## src/rtl/banner_pkg.sv

```systemverilog
// Shared parameters and FSM encoding for the banner scroll controller.
// Imported by the controller, its interface and its address adder.
package banner_pkg;

  localparam int ROM_DEPTH  = 129;
  localparam int DATA_W     = 57;
  localparam int ADDR_W     = 8;
  localparam int DISP_COLS  = 32;
  localparam int SCROLL_DIV = 4;
  localparam int IDX_W      = 5;

  typedef enum logic [2:0] {
    ST_IDLE  = 3'd0,
    ST_FETCH = 3'd1,
    ST_WAIT  = 3'd2,
    ST_EMIT  = 3'd3,
    ST_DONE  = 3'd4
  } state_e;

endpackage

```

## src/rtl/banner_scroll_ctrl_if.sv

```systemverilog
// Column stream from the scroll controller to the LED column driver.
// Valid/ready handshake; payload is held while valid and not ready.
interface banner_col_if
  import banner_pkg::*;
#(
  parameter int DW = DATA_W
);

  logic [DW-1:0]    col_data;
  logic [IDX_W-1:0] col_idx;
  logic             col_valid;
  logic             col_ready;

  modport master (
    output col_data,
    output col_idx,
    output col_valid,
    input  col_ready
  );

  modport slave (
    input  col_data,
    input  col_idx,
    input  col_valid,
    output col_ready
  );

endinterface

```

## src/rtl/banner_addr_wrap.sv

```systemverilog
// Modulo-ROM_DEPTH adder for operands already below ROM_DEPTH.
// One conditional subtract is enough since a + b < 2*ROM_DEPTH.
module banner_addr_wrap
  import banner_pkg::*;
#(
  parameter int AW    = ADDR_W,
  parameter int DEPTH = ROM_DEPTH
) (
  input  logic [AW-1:0] a_i,
  input  logic [AW-1:0] b_i,
  output logic [AW-1:0] sum_o
);

  localparam logic [AW:0] DEPTH_W = (AW+1)'(DEPTH);

  logic [AW:0] raw;
  logic [AW:0] red;

  // widen, add, fold back into range
  always_comb begin
    raw = {1'b0, a_i} + {1'b0, b_i};
    red = raw;
    if (raw >= DEPTH_W) begin
      red = raw - DEPTH_W;
    end
    sum_o = red[AW-1:0];
  end

endmodule

```

## src/rtl/banner_scroll_ctrl.sv

```systemverilog
// Fetches DISP_COLS banner columns per frame from a 1-cycle ROM and
// streams them to the column driver; scrolls every SCROLL_DIV frames.
module banner_scroll_ctrl
  import banner_pkg::*;
#(
  parameter int RD   = ROM_DEPTH,
  parameter int DW   = DATA_W,
  parameter int AW   = ADDR_W,
  parameter int COLS = DISP_COLS,
  parameter int DIV  = SCROLL_DIV
) (
  input  logic          clk,
  input  logic          rst_n,
  input  logic          frame_start,
  input  logic          enable,
  input  logic          scroll_clr,
  output logic [AW-1:0] rom_addr,
  input  logic [DW-1:0] rom_data,
  banner_col_if.master  col,
  output logic          busy,
  output logic          frame_done,
  output logic          overrun,
  output logic [AW-1:0] scroll_pos
);

  localparam int DIV_W = (DIV > 1) ? $clog2(DIV) : 1;
  localparam logic [IDX_W-1:0] LAST_COL = IDX_W'(COLS - 1);
  localparam logic [DIV_W-1:0] DIV_MAX  = DIV_W'(DIV - 1);

  state_e           state_q, state_d;
  logic [AW-1:0]    base_q, base_d;
  logic [IDX_W-1:0] cnt_q, cnt_d;
  logic [AW-1:0]    addr_q, addr_d;
  logic [DW-1:0]    data_q, data_d;
  logic [IDX_W-1:0] idx_q, idx_d;
  logic             valid_q, valid_d;
  logic             busy_q, busy_d;
  logic             done_q, done_d;
  logic             ovr_q, ovr_d;
  logic [AW-1:0]    scroll_q, scroll_d;
  logic [DIV_W-1:0] div_q, div_d;

  logic [AW-1:0] wa_a;
  logic [AW-1:0] wa_b;
  logic [AW-1:0] addr_nxt;
  logic [AW-1:0] scroll_nxt;

  // address of the column about to be fetched
  always_comb begin
    wa_a = base_q;
    wa_b = AW'(cnt_q) + AW'(1);
    if (state_q == ST_IDLE) begin
      wa_a = scroll_q;
      wa_b = '0;
    end
  end

  banner_addr_wrap #(
    .AW    (AW),
    .DEPTH (RD)
  ) u_addr_wrap (
    .a_i   (wa_a),
    .b_i   (wa_b),
    .sum_o (addr_nxt)
  );

  banner_addr_wrap #(
    .AW    (AW),
    .DEPTH (RD)
  ) u_scroll_wrap (
    .a_i   (scroll_q),
    .b_i   (AW'(1)),
    .sum_o (scroll_nxt)
  );

  // frame sequencer and scroll divider next-state
  always_comb begin
    state_d  = state_q;
    base_d   = base_q;
    cnt_d    = cnt_q;
    addr_d   = addr_q;
    data_d   = data_q;
    idx_d    = idx_q;
    valid_d  = valid_q;
    busy_d   = busy_q;
    done_d   = 1'b0;
    ovr_d    = frame_start && (state_q != ST_IDLE);
    scroll_d = scroll_q;
    div_d    = div_q;

    unique case (state_q)
      ST_IDLE: begin
        if (frame_start) begin
          base_d  = scroll_q;
          cnt_d   = '0;
          addr_d  = addr_nxt;
          busy_d  = 1'b1;
          state_d = ST_FETCH;
        end
      end
      ST_FETCH: begin
        state_d = ST_WAIT;
      end
      ST_WAIT: begin
        data_d  = rom_data;
        idx_d   = cnt_q;
        valid_d = 1'b1;
        state_d = ST_EMIT;
      end
      ST_EMIT: begin
        if (col.col_ready) begin
          valid_d = 1'b0;
          if (cnt_q == LAST_COL) begin
            done_d  = 1'b1;
            state_d = ST_DONE;
          end else begin
            cnt_d   = cnt_q + IDX_W'(1);
            addr_d  = addr_nxt;
            state_d = ST_FETCH;
          end
        end
      end
      ST_DONE: begin
        busy_d  = 1'b0;
        state_d = ST_IDLE;
        if (enable) begin
          if (div_q == DIV_MAX) begin
            div_d    = '0;
            scroll_d = scroll_nxt;
          end else begin
            div_d = div_q + DIV_W'(1);
          end
        end
      end
      default: begin
        state_d = ST_IDLE;
      end
    endcase

    if (scroll_clr) begin
      scroll_d = '0;
      div_d    = '0;
    end
  end

  // state registers with synchronous active-low reset
  always_ff @(posedge clk) begin
    if (!rst_n) begin
      state_q  <= ST_IDLE;
      base_q   <= '0;
      cnt_q    <= '0;
      addr_q   <= '0;
      data_q   <= '0;
      idx_q    <= '0;
      valid_q  <= 1'b0;
      busy_q   <= 1'b0;
      done_q   <= 1'b0;
      ovr_q    <= 1'b0;
      scroll_q <= '0;
      div_q    <= '0;
    end else begin
      state_q  <= state_d;
      base_q   <= base_d;
      cnt_q    <= cnt_d;
      addr_q   <= addr_d;
      data_q   <= data_d;
      idx_q    <= idx_d;
      valid_q  <= valid_d;
      busy_q   <= busy_d;
      done_q   <= done_d;
      ovr_q    <= ovr_d;
      scroll_q <= scroll_d;
      div_q    <= div_d;
    end
  end

  assign rom_addr      = addr_q;
  assign col.col_data  = data_q;
  assign col.col_idx   = idx_q;
  assign col.col_valid = valid_q;
  assign busy          = busy_q;
  assign frame_done    = done_q;
  assign overrun       = ovr_q;
  assign scroll_pos    = scroll_q;

endmodule

```

## src/flat_wrapper.sv

```systemverilog
// flat-port wrapper written by rule: the top's interface ports become plain ports
module banner_scroll_ctrl_flat import banner_pkg::*;
#(
  parameter int RD   = ROM_DEPTH,
  parameter int DW   = DATA_W,
  parameter int AW   = ADDR_W,
  parameter int COLS = DISP_COLS,
  parameter int DIV  = SCROLL_DIV
)
  (clk, rst_n, frame_start, enable, scroll_clr, rom_addr, rom_data, busy, frame_done, overrun, scroll_pos, col_col_data, col_col_idx, col_col_valid, col_col_ready);
  banner_col_if #(.DW(DW)) col_i ();
  input  logic clk;
  input  logic rst_n;
  input  logic frame_start;
  input  logic enable;
  input  logic scroll_clr;
  output logic [AW-1:0] rom_addr;
  input  logic [DW-1:0] rom_data;
  output logic busy;
  output logic frame_done;
  output logic overrun;
  output logic [AW-1:0] scroll_pos;
  output wire logic [$bits(col_i.col_data)-1:0] col_col_data;
  output wire logic [$bits(col_i.col_idx)-1:0] col_col_idx;
  output wire logic [$bits(col_i.col_valid)-1:0] col_col_valid;
  input wire logic [$bits(col_i.col_ready)-1:0] col_col_ready;
  assign col_col_data = col_i.col_data;
  assign col_col_idx = col_i.col_idx;
  assign col_col_valid = col_i.col_valid;
  assign col_i.col_ready = col_col_ready;
  banner_scroll_ctrl #(.RD(RD), .DW(DW), .AW(AW), .COLS(COLS), .DIV(DIV)) u_core (.clk(clk), .rst_n(rst_n), .frame_start(frame_start), .enable(enable), .scroll_clr(scroll_clr), .rom_addr(rom_addr), .rom_data(rom_data), .col(col_i), .busy(busy), .frame_done(frame_done), .overrun(overrun), .scroll_pos(scroll_pos));
endmodule
```

## config.mk

```make
export PLATFORM = sky130hd
export DESIGN_NAME = banner_scroll_ctrl_flat
export DESIGN_NICKNAME = d
export VERILOG_FILES = /design/src/rtl/banner_pkg.sv /design/src/rtl/banner_scroll_ctrl_if.sv /design/src/rtl/banner_addr_wrap.sv /design/src/rtl/banner_scroll_ctrl.sv /design/src/flat_wrapper.sv
export SDC_FILE = /design/constraint.sdc
export NUM_CORES = 1
export LEC_CHECK = 0
export BUFFER_PORTS_ARGS = -buffer_cell sky130_fd_sc_hd__clkbuf_2
export CORE_MARGIN = 2
export CORE_UTILIZATION = 52
export DETAILED_ROUTE_END_ITERATION = 16
export PLACE_DENSITY = 0.9
export SYNTH_ARGS = -nofsm -noshare
export SYNTH_HDL_FRONTEND = slang
export SYNTH_SLANG_ARGS = --single-unit
```

## constraint.sdc

```tcl
create_clock -name clk -period 4.6 [get_ports clk]
set_input_delay 0.69 -clock clk [delete_from_list [all_inputs] [get_ports clk]]
set_output_delay 0.69 -clock clk [all_outputs]
set_load 0.005 [all_outputs]
```

======== Word-level counts from Yosys, hierarchy flattened ========
Cells that the tools add are included.
storage, ports and cells
  flip-flop bits (word level) ............. 100
  output and inout port bits .............. 82
  word-level logic and storage cells ...... 68
operators by class
  $add $sub $neg .......................... 7
  order comparisons ....................... 2
  equal/unequal tests ..................... 9
  mux-type cells .......................... 22
  bitwise operators ....................... 1
  reduce and logical (&&, ||, !) cells .... 15
operators with widths
  operator                                                                count
  8-bit 2-to-1 mux                                                        7
  9-bit by 8-bit >= comparator with 1-bit output (second input constant)  2
  8-bit one-hot mux with 2 select lines                                   1
  8-bit subtractor (second input constant)                                2
  5-bit 2-to-1 mux                                                        3
  3-bit one-hot mux with 4 select lines                                   1
  5-bit one-hot mux with 2 select lines                                   1
  2-bit AND reduction                                                     5
  8-bit by 1-bit adder with 9-bit output (second input constant)          1
  8-bit by 8-bit adder with 9-bit output                                  1
  3-bit 2-to-1 mux                                                        3
  5-bit by 1-bit adder with 6-bit output (second input constant)          1
  3-bit by 2-bit == test with 1-bit output (second input constant)        2
  2-bit inequality test (second input constant)                           3
  3-bit AND reduction                                                     2
  2-bit nonzero test                                                      3
  5-bit by 1-bit adder with 5-bit output (second input constant)          1
  5-bit == test (second input constant)                                   1
  1-bit one-hot mux with 2 select lines                                   2
  4-bit AND reduction                                                     1
  3-bit by 1-bit == test with 1-bit output (second input constant)        1
  3-bit == test (second input constant)                                   1
  3-bit logical NOT                                                       1
  1-bit 2-to-1 mux                                                        3
  7 further kinds                                                         7

======== Logic depth before layout (Yosys ltp) ========
Gate-level depths: netlist of run 1.
  word-level depth ........................ 8
  gate-level depth with buffers ........... 16
  gate-level depth less buffers ........... 13

======== Hierarchy ========
Synthesis of run 1 repeated with hierarchy kept, for this count alone.
unflattened totals
  cell total of the unflattened synthesis .. 663
  area, all modules ....................... 5400.2 µm²
modules (own cells, without submodules)
  module                                   instances  cells an instance  area each (µm²)  sequential area each (µm²)
  banner_scroll_ctrl                       1          469                3891.2           2001.9
  banner_addr_wrap (u_core.u_scroll_wrap)  1          97                 778.2            0.0
  banner_addr_wrap (u_core.u_addr_wrap)    1          97                 730.7            0.0

======== Least setup slack after synthesis of run 1 ========
OpenSTA, ideal clock, no wires.
  kind .................................... reg-to-reg
  from .................................... register u_core.state_q[1]
  to ...................................... register u_core.addr_q[1] (netlist: u_core.rom_addr[1])
  arrival ................................. 3454 ps
  data required time ...................... 4480 ps
  slack ................................... 1027 ps
  cell stages (with the launch flop) ...... 17
  buffers on the path ..................... 4
  path through ............................ dfxtp_1 buf_2 or3_1 buf_2 clkbuf_1 nand2_1 o21ai_0 ha_1 fa_1 a21oi_1 o21bai_1 xor2_1 or3_4 o31ai_4 buf_6 nand2_1 a211o_1
on the way
  cells in the longest elaborated chain, start to end .. 8
  elaborated cells between the ends (all ways) .. 17
  classes of those cells .................. 2 x add/sub; 1 x order compare; 4 x eq/ne; 7 x mux; 3 x reduce/logical
RTL lines
  what                                                                                       RTL line                                            source
  from (decl)                                                                                banner_scroll_ctrl.sv:30                            state_e state_q, state_d;
  from (signal assigned)                                                                     banner_scroll_ctrl.sv:162                           state_q <= state_d;
  3-bit logical NOT                                                                          banner_scroll_ctrl.sv:52, banner_scroll_ctrl.sv:91
  8-bit 2-to-1 mux                                                                           banner_scroll_ctrl.sv:52                            if (state_q == ST_IDLE) begin
  8-bit by 8-bit adder with 9-bit output                                                     banner_addr_wrap.sv:21                              raw = {1'b0, a_i} + {1'b0, b_i};
  8-bit subtractor / 9-bit by 8-bit >= comparator with 1-bit output (equally long branches)  banner_addr_wrap.sv:24, banner_addr_wrap.sv:23
  8-bit 2-to-1 mux                                                                           banner_addr_wrap.sv:23                              if (raw >= DEPTH_W) begin
  8-bit 2-to-1 mux                                                                           banner_scroll_ctrl.sv:113                           if (cnt_q == LAST_COL) begin
  8-bit 2-to-1 mux                                                                           banner_scroll_ctrl.sv:111                           if (col.col_ready) begin
  8-bit one-hot mux with 2 select lines                                                      banner_scroll_ctrl.sv:91                            unique case (state_q)
  to (signal assigned)                                                                       banner_scroll_ctrl.sv:165                           addr_q <= addr_d;
  to (decl)                                                                                  banner_scroll_ctrl.sv:33                            logic [AW-1:0] addr_q, addr_d;
Several ways; a longest one is shown, not always the timed one. The select of a mux whose other input is x is not followed.
A chain may end at the register's enable or synchronous reset.

======== Worst setup path in the final report of run 1 ========
  from .................................... register u_core.state_q[0]
  to ...................................... register u_core.addr_q[5] (netlist: u_core.rom_addr[5])
The elaborated chain is that of the path after synthesis.

==> results of run 1 <==
stage by stage:
| stage | utilization, % | cell area (sq um) |
|---|---|---|
| global route | 62.19 | 5995 |
| global placement | 60.28 | 5811 |
| finish | 62.19 | 5995 |
| CTS | 62.19 | 5995 |
| floorplan | - | 5076 |
| detailed placement | 60.28 | 5811 |
worst max-delay path: cells and delay by family, from the launching register on:
family	cells	cell delay, ns
AO/OA/AOI/OAI	4	0.92
AND/OR/NAND/NOR	5	1.66
XOR/XNOR	1	0.22
adder cells (fa/ha/maj)	2	0.70
flip-flops	1	0.43
where the power goes:
part	total [uW]	internal [uW]	leakage, uW	switching, uW
sequential	932	907	0.000812	25.1
clock	530	208	0.0000905	323
combinational	261	109	0.00157	152
total	1720	1220	0.00247	500
cell families after synthesis:
family | count (synthesis) | share of synthesized area [%]
buf+inv | 51 | 4.560
compound gates | 146 | 21.00
simple gates | 297 | 26.87
xor+xnor | 16 | 2.761
mux | 9 | 1.775
fa+ha+maj | 14 | 3.599
flops | 100 | 39.44
path summary, 6_finish.rpt:
kind | to | slack, ns | cells after the start
setup / recovery | u_core.rom_addr[5] | 0.55 | 12
hold / removal | u_core.col.col_data[52] | 0.47 | 2
setup reg to reg | u_core.rom_addr[5] | 0.55 | 12
hold reg to reg | u_core.col.col_data[52] | 0.47 | 2
layout by cell type (no fill, tap or decap), types with 2 or more instances in the layout:
master and count:
nand2b_1 3, a21o_1 2, nand2_1 182, dfxtp_1 100
mux2i_1 9, nor3_4 2, ha_1 13, o31ai_4 2
clkbuf_8 9, xor2_1 6, inv_8 2, a211oi_1 3
a22oi_1 3, nor2b_1 7, nand3_1 16, o31a_1 2
and2_1 7, a21oi_1 17, nor2_1 24, clkinv_4 3
a211o_1 2, a21boi_0 73, o211ai_1 8, a31oi_1 2
nor4b_1 2, nor4_1 5, o21ai_0 18, xnor2_1 10
or3_1 4, nand4_1 2, clkbuf_2 144, buf_4 5
and3_1 9, inv_1 9, o311ai_1 2, nor3b_1 2
nor3_1 19, o31ai_1 3
layout make-up:
type	count	area (sq um)	area share, %
multi-input cells	482	2850	47.55
flip-flops and latches	100	2002	33.40
repair buffers	149	758.2	12.65
well taps	133	166.4	2.776
clock buffers	10	127.6	2.129
clock inverters	6	56.30	0.9393
inverters	9	33.78	0.5636
layer usage:
layer  vias up  share of wire (%)  global-route usage (%)
li1       2404                  -                       -
met1      2184                 45                   27.61
met2       108                 50                   36.65
met3        16                4.5                   4.542
met4         0                1.5                   7.794
met5         -                  0                       0
sequential cells by signal (all words and copies together), names as in the netlist:
name and flops:
u_core.base_q 8, u_core.busy 1, u_core.cnt_q 5, u_core.col.col_data 57, u_core.col.col_idx 5, u_core.col.col_valid 1
u_core.div_q 2, u_core.frame_done 1, u_core.overrun 1, u_core.rom_addr 8, u_core.scroll_pos 8, u_core.state_q 3
==> results.ini, run 1 <==
[worst_setup_path]
path_cells = or3_1 > nand2_1 > o21ai_0 > ha_1 > fa_1 > a21oi_1 > o21bai_1 > xor2_1 > or3_4 > o31ai_4 > nor4b_1 > nor4b_2
crit_slowest_cell = or3_1
critical_path_required_ns = 4.85
critPathMaxStageDelay_ns = 0.63
critPathCaptureType = register
crit-reg2reg-launch = u_core.state_q[0]
critPathLaunchType = register
worstSetupPathType = register to register
crit_fanout = 16
arrival_ns = 4.30
startpoint = u_core.state_q[0]

[timing]
grt_setup_unrepaired = false
slew_headroom_pct = 57.11
fin_crit_sh_pct = 88.07
max_freq_mhz = 246.8
finalHoldViolations = 0
drv_slew = 0
final.setup.worst_slack_ns = 0.5487
hold_ws_ns = 0.4660
period_needed_ns = 4.051
setup_viol = 0
fin_setup_tns_ns = 0
clock_skew_ns = 0.01533
worst_pin_slew_ns = 0.6434

[final_layout]
stdcell_count = 889
area_growth_pct = 18.09
drive_above_1_share_pct = 23.94
num-nets-final = 828
diodes = 0
fillers = 875

[route]
wl_per_cell_microns = 13.17
remaining_drc_errors = 0
drt_iter0_drc = 274
antenna_left = 0
vias = 4712
dr.pass1.iters = 4
drt_wl_total_mm = 11.71
via_per_inst = 5.300

[global_routing]
grt_max_degree = 64
antenna_found_initial = 0
grt_overflow = 0
grt_pass1_wl_mm = 18.62
grt_pass1_vias = 4090
track_usage_pct = 21.72

[floorplan]
io_pins = 145
dieHeight_microns = 102.8
floorplan.die_area_sq_um = 10570
core_area_sq_um = 9639
die_w_microns = 102.8
initial_core_util_pct = 52.66
core.rowCount = 36

[yosys]
synth-main-ff-cell = dfxtp_1
async_reset_ff_share_pct = 0
yosysTopAreaCell = dfxtp_1
synth_area_leaders = dfxtp_1, nand2_1, a21boi_0
netlist_area_sq_um = 5076
yosys_warnings = 0
ys_seq_area_share_pct = 39.44
ys_ff_latch = 100
synth_commonest_cells = nand2_1, dfxtp_1, a21boi_0
synth.most_common_cell = nand2_1
yosys.area.top_type_share_pct = 39.44
syn_avg_cell_area_sq_um = 8.019
synth_fp_nets = 710
synthCells = 633
yosysUniqueCellTypes = 60
synth_enable_flop_cells = 0

[worst_hold_path]
hp-class = register to register
worstHoldStart = u_core.col.col_data[52]

[flow_run]
cap_violations = 0

[cts]
postCtsSetupBuffers = 0
clock-sinks = 100
cts_tree = yes
cts_buffers = 9
insertion_delay_ns = 0.37
ctsHoldBuffers = 0
clk_pin_slew_worst_paths_ns = 0.10
cts.path.max_buffers = 2
post_cts_resized = 0
h-tree-depth = 3
root_buffer = clkbuf_8

[status]
outcome = completed

[placement]
hpwl_mm = 8.452
io_buffers = 144
dp_slack_ns = 0.5705
gp_congestion = 0.8973
dpl.cell_count = 873

[power]
power_density_nw_per_um2 = 287.5
ir_drop_mv = 0.2140
leakagePower_uw = 0.002473
p_total_uw = 1723

Note: power is estimated with default switching activity, not from simulation.
==> run 2, diff against run 1 <==
- CELL_PAD_IN_SITES_DETAIL_PLACEMENT: not set -> 0
- CELL_PAD_IN_SITES_GLOBAL_PLACEMENT: not set -> 1
- CORE_UTILIZATION: 52 -> 38
- PLACE_DENSITY: 0.9 -> 0.91
==> results.ini, run 2 (synthesis gave the netlist of run 1 again) <==
[cts]
clock-sinks = 100
cts_tree = yes
cts.path.max_buffers = 2
insertion_delay_ns = 0.34
postCtsSetupBuffers = 0
clk_pin_slew_worst_paths_ns = 0.07
post_cts_resized = 0
h-tree-depth = 3
ctsHoldBuffers = 0
root_buffer = clkbuf_16
cts_buffers = 9

[placement]
gp_congestion = 0.8167
dp_slack_ns = 0.5696
io_buffers = 144
hpwl_mm = 8.751
dpl.cell_count = 917

[global_routing]
grt_pass1_vias = 4390
antenna_found_initial = 0
grt_max_degree = 63
grt_overflow = 0
grt_pass1_wl_mm = 20.36
track_usage_pct = 17.21

[worst_setup_path]
critical_path_required_ns = 4.82
crit_slowest_cell = or3_1
worstSetupPathType = register to register
crit_fanout = 16
critPathLaunchType = register
cp_top_family = simple AND/OR/NAND/NOR gates
critPathMaxStageDelay_ns = 0.64
critPathCaptureType = register
path_cells = or3_1 > nand2_1 > o21ai_0 > ha_1 > fa_1 > a21oi_1 > o21bai_1 > xor2_1 > or3_4 > o31ai_4 > nor4b_1 > nor4b_2
cp.buffers_inverters = 0
arrival_ns = 4.27

[floorplan]
io_pins = 145
die_w_microns = 119.6
floorplan.die_area_sq_um = 14300
core.rowCount = 42
initial_core_util_pct = 38.64
core_area_sq_um = 13140
dieHeight_microns = 119.6

[route]
drt_iter0_drc = 227
wl_per_cell_microns = 12.95
dr.pass1.iters = 4
remaining_drc_errors = 0
via_per_inst = 4.973
drt_wl_total_mm = 12.08
antenna_left = 0
vias = 4640

[timing]
grt_setup_unrepaired = false
worst_pin_slew_ns = 0.8819
drv_slew = 0
slew_headroom_pct = 41.21
finalHoldViolations = 0
clock_skew_ns = 0.007204
period_needed_ns = 4.045
fin_crit_sh_pct = 87.93
max_freq_mhz = 247.2
setup_viol = 0
final.setup.worst_slack_ns = 0.5554
fin_setup_tns_ns = 0

[final_layout]
area_growth_pct = 21.64
largest_reg_flops = 57
stdcell_count = 933
multiInputGateArea_sq_um = 2850
fillers = 1371
final_cell_mix = nand2_1, clkbuf_2, dfxtp_1
layout_commonest_cell = nand2_1
register_area_sq_um = 2002
finish.utilization_pct = 47.00
drive_above_1_share_pct = 23.91
num-nets-final = 829
diodes = 0

[worst_hold_path]
hp-class = register to register

[status]
outcome = completed

[power]
p_total_uw = 1960
leakagePower_uw = 0.002535
ir_drop_mv = 0.3054
power_density_nw_per_um2 = 317.5

[flow_run]
cap_violations = 0

==> run 2: cell types whose count changed in the layout (fill, tap and decap cells not counted), sizes merged <==
| cell | delta |
|---|---|
| clkinvlp | -1 |
| inv | -1 |
| buf | +1 |
| clkbuf | +2 |
| clkinv | -1 |
| bufinv | +1 |
==> run 2: worst paths after layout <==
path | from | end | slack (ns) | cells past startpoint
worst max register to register | u_core.state_q[0] | u_core.rom_addr[5] | 0.56 | 12
worst min register to register | u_core.col.col_idx[2] | u_core.col.col_idx[2] | 0.46 | 2
worst min-delay path | u_core.col.col_idx[2] | u_core.col.col_idx[2] | 0.46 | 2
worst max-delay path | u_core.state_q[0] | u_core.rom_addr[5] | 0.56 | 12
==> run 2: worst register-to-register path, stage by stage (launching register included) <==
cell,delay (ns)
dfxtp_1,0.43
or3_1,0.65
nand2_1,0.14
o21ai_0,0.10
ha_1,0.26
fa_1,0.44
a21oi_1,0.22
o21bai_1,0.10
xor2_1,0.22
or3_4,0.45
o31ai_4,0.45
nor4b_1,0.37
nor4b_2,0.08
==> run 2: power by group <==
part	switching, uW	internal (uW)	leakage (uW)
clock network	328	441	0.000147
registers	25.2	907	0.000812
logic	149	109	0.00158
total	502	1460	0.00254
==> run 2: metal layers <==
metal / vias to the layer above / global-route usage [%] / wire, microns
met2: 103 / 28.29 / 5687
met5: - / 0 / 0
li1: 2406 / - / -
met4: 0 / 6.103 / 281
met1: 2112 / 21.50 / 5489
met3: 19 / 5.038 / 624
==> run 2: cell type report <==
| cell class | count | area share, % |
|---|---|---|
| Clock buffer | 12 | 3.992 |
| Clock inverter | 4 | 0.9119 |
| Inverter | 9 | 0.5471 |
| Multi-Input combinational cell | 482 | 46.16 |
| Sequential cell | 100 | 32.42 |
| Tap cell | 176 | 3.566 |
| Timing Repair Buffer | 150 | 12.40 |
==> run 2: metrics by stage <==
stage                     cell area (sq um)  hold WS (ns)
final                                  6175        0.4618
after global routing                   6175        0.4797
after floorplan                        5076        0.4437
after detailed placement               5872        0.4561
after global placement                 5872        0.4495
after CTS                              6175        0.4656
